--- src/rtl/chacha_ctrl.sv ---
// ChaCha20 block sequencer: forwards byte-serial key/nonce/counter loads, steps
// the quarter-round datapath through the rounds, and runs the 64-byte readout.
module chacha_ctrl #(
  parameter int ROUNDS   = 20,
  parameter int RD_BYTES = 64
) (
  input  logic       clk,
  input  logic       rst_n,
  input  logic       wr_key,
  input  logic       wr_nnc,
  input  logic       wr_ctr,
  input  logic       rd_blk,
  input  logic [7:0] data_in,
  input  logic       qr_done,
  output logic       ld_en,
  output logic [5:0] ld_addr,
  output logic [7:0] ld_data,
  output logic       qr_go,
  output logic       qr_diag,
  output logic [4:0] rnd_idx,
  output logic       fin_go,
  output logic       blk_ready,
  output logic       rd_en,
  output logic [5:0] rd_addr,
  output logic       ctr_inc,
  output logic       busy
);

  typedef enum logic [2:0] {IDLE, LOAD, ISSUE, WAIT, FIN, FWAIT, READY, READ} state_t;

  localparam logic [4:0] LAST_RND  = 5'(ROUNDS - 1);
  localparam logic [5:0] LAST_BYTE = 6'(RD_BYTES - 1);

  state_t     state;
  logic       key_v, nnc_v, ctr_v;
  logic [5:0] cnt;
  logic [1:0] region;
  logic       rd_blk_q;

  logic       wr_any, rd_req;
  logic [1:0] ld_sel;
  logic [5:0] ld_base, ld_len;

  assign wr_any = wr_key | wr_nnc | wr_ctr;
  // A held rd_blk counts once: only its rising edge requests a readout.
  assign rd_req = rd_blk & ~rd_blk_q;

  always_comb begin
    ld_sel  = 2'd2;
    ld_base = 6'd48;
    ld_len  = 6'd4;
    if (wr_key) begin
      ld_sel  = 2'd0;
      ld_base = 6'd16;
      ld_len  = 6'd32;
    end else if (wr_nnc) begin
      ld_sel  = 2'd1;
      ld_base = 6'd52;
      ld_len  = 6'd12;
    end
  end

  always_ff @(posedge clk) begin
    if (!rst_n) begin
      state     <= IDLE;
      key_v     <= 1'b0;
      nnc_v     <= 1'b0;
      ctr_v     <= 1'b0;
      cnt       <= '0;
      region    <= '0;
      rd_blk_q  <= 1'b0;
      ld_en     <= 1'b0;
      ld_addr   <= '0;
      ld_data   <= '0;
      qr_go     <= 1'b0;
      qr_diag   <= 1'b0;
      rnd_idx   <= '0;
      fin_go    <= 1'b0;
      blk_ready <= 1'b0;
      rd_en     <= 1'b0;
      rd_addr   <= '0;
      ctr_inc   <= 1'b0;
      busy      <= 1'b0;
    end else begin
      ld_en    <= 1'b0;
      qr_go    <= 1'b0;
      fin_go   <= 1'b0;
      rd_en    <= 1'b0;
      ctr_inc  <= 1'b0;
      rd_blk_q <= rd_blk;
      case (state)
        IDLE, READY: begin
          if (wr_any) begin
            state     <= LOAD;
            region    <= ld_sel;
            cnt       <= ld_len - 6'd1;
            ld_en     <= 1'b1;
            ld_addr   <= ld_base;
            ld_data   <= data_in;
            blk_ready <= 1'b0;
            busy      <= 1'b1;
          end else if (state == IDLE && key_v && nnc_v && ctr_v) begin
            state   <= ISSUE;
            rnd_idx <= '0;
            qr_go   <= 1'b1;
            qr_diag <= 1'b0;
            busy    <= 1'b1;
          end else if (state == READY && rd_req) begin
            state   <= READ;
            rd_en   <= 1'b1;
            rd_addr <= '0;
            busy    <= 1'b1;
          end
        end
        LOAD: begin
          ld_en   <= 1'b1;
          ld_data <= data_in;
          ld_addr <= ld_addr + 6'd1;
          cnt     <= cnt - 6'd1;
          if (cnt == 6'd1) begin
            state <= IDLE;
            busy  <= 1'b0;
            case (region)
              2'd0:    key_v <= 1'b1;
              2'd1:    nnc_v <= 1'b1;
              default: ctr_v <= 1'b1;
            endcase
          end
        end
        ISSUE: state <= WAIT;
        WAIT: begin
          if (qr_done) begin
            if (rnd_idx < LAST_RND) begin
              state   <= ISSUE;
              rnd_idx <= rnd_idx + 5'd1;
              qr_go   <= 1'b1;
              qr_diag <= ~rnd_idx[0];
            end else begin
              state  <= FIN;
              fin_go <= 1'b1;
            end
          end
        end
        FIN: state <= FWAIT;
        FWAIT: begin
          if (qr_done) begin
            state     <= READY;
            blk_ready <= 1'b1;
            busy      <= 1'b0;
          end
        end
        READ: begin
          if (rd_addr == LAST_BYTE) begin
            // Next block starts straight away with the incremented counter.
            state     <= ISSUE;
            ctr_inc   <= 1'b1;
            blk_ready <= 1'b0;
            rnd_idx   <= '0;
            qr_go     <= 1'b1;
            qr_diag   <= 1'b0;
          end else begin
            rd_en   <= 1'b1;
            rd_addr <= rd_addr + 6'd1;
          end
        end
        default: state <= IDLE;
      endcase
    end
  end

endmodule

--- config.mk ---
export PLATFORM = sky130hd
export DESIGN_NAME = chacha_ctrl
export DESIGN_NICKNAME = d
export VERILOG_FILES = /design/src/rtl/chacha_ctrl.sv
export SDC_FILE = /design/constraint.sdc
export NUM_CORES = 1
export LEC_CHECK = 0
export CAP_MARGIN = 40
export CORE_UTILIZATION = 45
export CTS_CLUSTER_SIZE = 28
export DETAILED_ROUTE_END_ITERATION = 10
export PLACE_DENSITY = 0.85
export SETUP_SLACK_MARGIN = 0.02
export SYNTH_ARGS = -nofsm -noshare
export SYNTH_HDL_FRONTEND = slang
export SYNTH_SLANG_ARGS = --single-unit
--- constraint.sdc ---
create_clock -name clk -period 2 [get_ports clk]
set_input_delay 0.4 -clock clk [delete_from_list [all_inputs] [get_ports clk]]
set_output_delay 0.4 -clock clk [all_outputs]
set_load 0.005 [all_outputs]
==> reports/qor.csv <==
stage,metric,value,unit
flow_run,maxcap violations,0,
placement,DP Wirelength,3.93,mm
timing,PnR worst setup slack,0.0764,ns
power_and_ir_drop,Pwr per Cell Area,916,mW/mm^2
synthesis,main combinational cell family by area after synthesis,simple AND/OR/NAND/NOR gates,
synthesis,Synth Flop Type,dfxtp_1,
timing,final period utilization,96.2,%
timing,Final min period,1.92,ns
synthesis,net count after synthesis,291,
synthesis,Synth Instances,271,
drt,vias per inst,5.51,
cts,clk sinks,47,
die,Die ar.,0.00524,mm^2
global_route,GRT overflow,0,
global_route,first-pass GRT wire length,8.98,mm
die,Initial Utilization,46.9,%
drt,wire per inst,13.8,um
die,Die W,72.4,um
layout,area delta synth->final,34.5,%
synthesis,post-synthesis compound-gate area fraction,22.9,%
drt,drt total wl,5.50,mm
cts,H-tree lvl count,2,
setup_path,crit path DAT,2.16,ns
die,Core Area,0.00475,mm^2
drt,Final ANT Viol Nets,0,
drt,DRT Pass-1 Iters,4,
worst_hold_path,Hold Startpoint,ld_data[0],
setup_path,r2r worst-path depth,5,
timing,Worst Tran Pin Value,0.489,ns
power_and_ir_drop,Leak,1.19,nW
die,# rows,25,
synthesis,sequential area share after synthesis,42.2,%
drt,Post-route DRC,0,
setup_path,CP Max Fanout,3,
setup_path,Critical Path Max Stage Delay,0.52,ns
global_route,Tot GR Track Use,22.0,%
power_and_ir_drop,overall power,0.00275,W
layout,nets,353,
global_route,number of global-route vias before repair,2003,
drt,vias,2205,
setup_path,Crit-path slowest cell,or4_4,
cts,Post-CTS Setup Inserts,0,
timing,Slew Limit Fails,0,
timing,RSZ-0062 raised after global routing,no,
synthesis,xor/xnor cell area share of the yosys netlist,0.393,%
placement,RePlAce Congestion,0.859,
setup_path,Worst path depth,6,
setup_path,Crit path buffers/inverters,1,
timing,clock skew,0.00546,ns
cts,# hold bufs at CTS,0,
synthesis,synthesized flop and latch total,47,
worst_hold_path,HP Class,register to register,
power_and_ir_drop,worst vdd ir,616,uV
global_route,initial antenna violation count,0,
power_and_ir_drop,sw power,0.000920,W
setup_path,crit path cell chain,dlygate4sd2_1 -> or4_4 -> nand3b_4 -> a21o_1 -> or4_1 -> a21oi_1,
placement,worst slack at placement,-0.456,ns
timing,Fin. Hold Viols,0,
synthesis,Yosys warnings,0,
worst_hold_path,Worst Hold End,ld_data[0],
synthesis,Synth Area in Simple Gates,25.1,%
layout,"most common cell after layout, fill and taps aside",dfxtp_1,
cts,CTS Buffer Depth,2,
setup_path,Worst R2R Start,state[0],
cts,clk_lat worst skew,0.30,ns
power_and_ir_drop,P_int,0.00183,W
synthesis,ys async rst share,0,%
setup_path,Critical Path RT,2.24,ns
timing,maximum clock rate,520,MHz
setup_path,crit path capture type,register,
drt,Initial DRC Count,173,
timing,slew margin rel.,67.4,%
synthesis,adder-cell area share of the yosys netlist,2.81,%
power_and_ir_drop,sw frac,33.5,%
power_and_ir_drop,Comb pwr share,36.2,%
setup_path,Worst R2R End,rnd_idx[3],
cts,Root Buffer,clkbuf_8,
worst_hold_path,Hold Crit Depth,2,
status,outcome,"finished, final reports clean",
cts,CTS tree,done,
cts,Clock Pin Slew Worst Setup and Hold Paths,0.09,ns
synthesis,Avg Synthesized Cell Area,8.23,um^2
power_and_ir_drop,Seq pwr share,42.8,%
timing,"Setup violations, final",0,
setup_path,Setup CP Type,primary input to register,
layout,ANT cells,0,
die,chip height,72.4,um
die,Top Ports,48,
synthesis,post-synth top area share,42.2,%
synthesis,leading area contributor after synthesis,dfxtp_1,
placement,IO Port Bufs,47,
synthesis,share of synthesized area spent on multiplexers,1.85,%
setup_path,CP startpoint kind,primary input,
setup_path,R2R Setup Slk,0.08,ns
synthesis,synthesized area,0.00223,mm^2
cts,CTS buffer count,5,
synthesis,Synth area leaders,"dfxtp_1, a21oi_1, nor2_1",
layout,layout cell share with drive strength beyond 1,12.9,%
layout,"commonest non-fill, non-tap cells in the layout","dfxtp_1, clkdlybuf4s50_1, a21oi_1, nor2_1, nand2_1",
power_and_ir_drop,Clock Power Share,21.1,%
synthesis,Yosys cell types,47,
setup_path,Crit path max-delay family,simple AND/OR/NAND/NOR gates,
global_route,largest net degree at the start of global routing,37,
synthesis,Post-synth EDFFs,0,
sequential cells by signal, indices dropped and copies added, names as in the netlist:
signal     flops
ld_en          1
blk_ready      1
qr_go          1
region         2
key_v          1
ctr_v          1
ctr_inc        1
ld_addr        6
rd_en          1
state          3
fin_go         1
rd_blk_q       1
ld_data        8
rd_addr        6
rnd_idx        5
cnt            6
busy           1
nnc_v          1
through the flow:
step | cell area (um^2) | utilization (%) | TNS (ns) | cells | hold slack (ns)
finish | 3000 | 63.1 | 0 | 400 | 0.453
global route | 3000 | 63.1 | 0 | 400 | 0.489
CTS | 2990 | 62.9 | 0 | 400 | 0.458
detailed placement | 2900 | 61.0 | -5.94 | 393 | 0.446
global placement | 2900 | 61.0 | -4.90 | 393 | 0.437
floorplan | 2230 | - | 0 | 271 | 0.448
routing by layer:
metal	track usage [%]	part of all wire [%]	vias up
li1	-	-	1104
met1	26.3	45	1029
met2	38.2	49	61
met3	5.56	5.3	11
met4	7.84	1.6	0
met5	0	0	-
how the worst max path moves through the flow:
stage	from	to	slack, ns
floorplan	wr_nnc	rnd_idx[3]	0.06
detailed placement	wr_nnc	busy	-0.46
finish	wr_nnc	rnd_idx[3]	0.08
global placement	wr_nnc	rnd_idx[3]	-0.39
CTS	state[0]	rnd_idx[3]	0.08
global route	rd_addr[0]	rnd_idx[4]	0.02
power by group through the flow:
stage / sequential [W] / combinational, W / clock, W
after global placement: 0.00118 / 0.000949 / 0
after CTS: 0.00117 / 0.000987 / 0.000587
after floorplan: 0.00116 / 0.000576 / 0
after global routing: 0.00120 / 0.00110 / 0.000628
after detailed placement: 0.00119 / 0.000973 / 0
final: 0.00118 / 0.000993 / 0.000578
cells in the mapped netlist, drive strengths merged, types with 2 or more instances:
cell / number
o21a: 2
nor3b: 3
mux2i: 3
nor4: 2
nand2: 28
dfxtp: 47
o21ai: 12
and3: 7
ha: 5
nand3b: 6
inv: 5
nor2: 31
o32ai: 2
nand3: 6
o211ai: 5
nor3: 11
a211oi: 4
or4: 4
a21o: 4
o311ai: 2
and2: 5
buf: 3
a211o: 2
o221a: 2
nand4: 2
a21oi: 34
clkbuf: 14
a31oi: 4
worst reg2reg max path: stages (launching register included):
cell      delay, ns
dfxtp_1        0.34
or4_4          0.55
nand3b_4       0.18
a21o_1         0.18
or4_1          0.47
a21oi_1        0.14
layout make-up:
type	count	area [um^2]
Inverter	6	22.5
Fill cell	416	1760
Clock buffer	6	82.6
Sequential cell	47	942
Clock inverter	1	5.00
Tap cell	67	83.8
Timing Repair Buffer	72	667
Multi-Input combinational cell	201	1200
cell families (layout without fill, tap and decap cells):
kind of cell,Yosys count,in the layout
fa+ha+maj,5,5
compound gates,81,81
buf+inv,23,85
simple gates,110,110
xor+xnor,1,1
mux,4,4
flops,47,47
what timing repair did:
| item | in CTS | in global routing |
|---|---|---|
| setup endpoints to repair | 9 | 2 |
| gates cloned | 0 | 0 |
| gates resized for setup | 4 | 2 |
(Power assumes the default switching activity.)
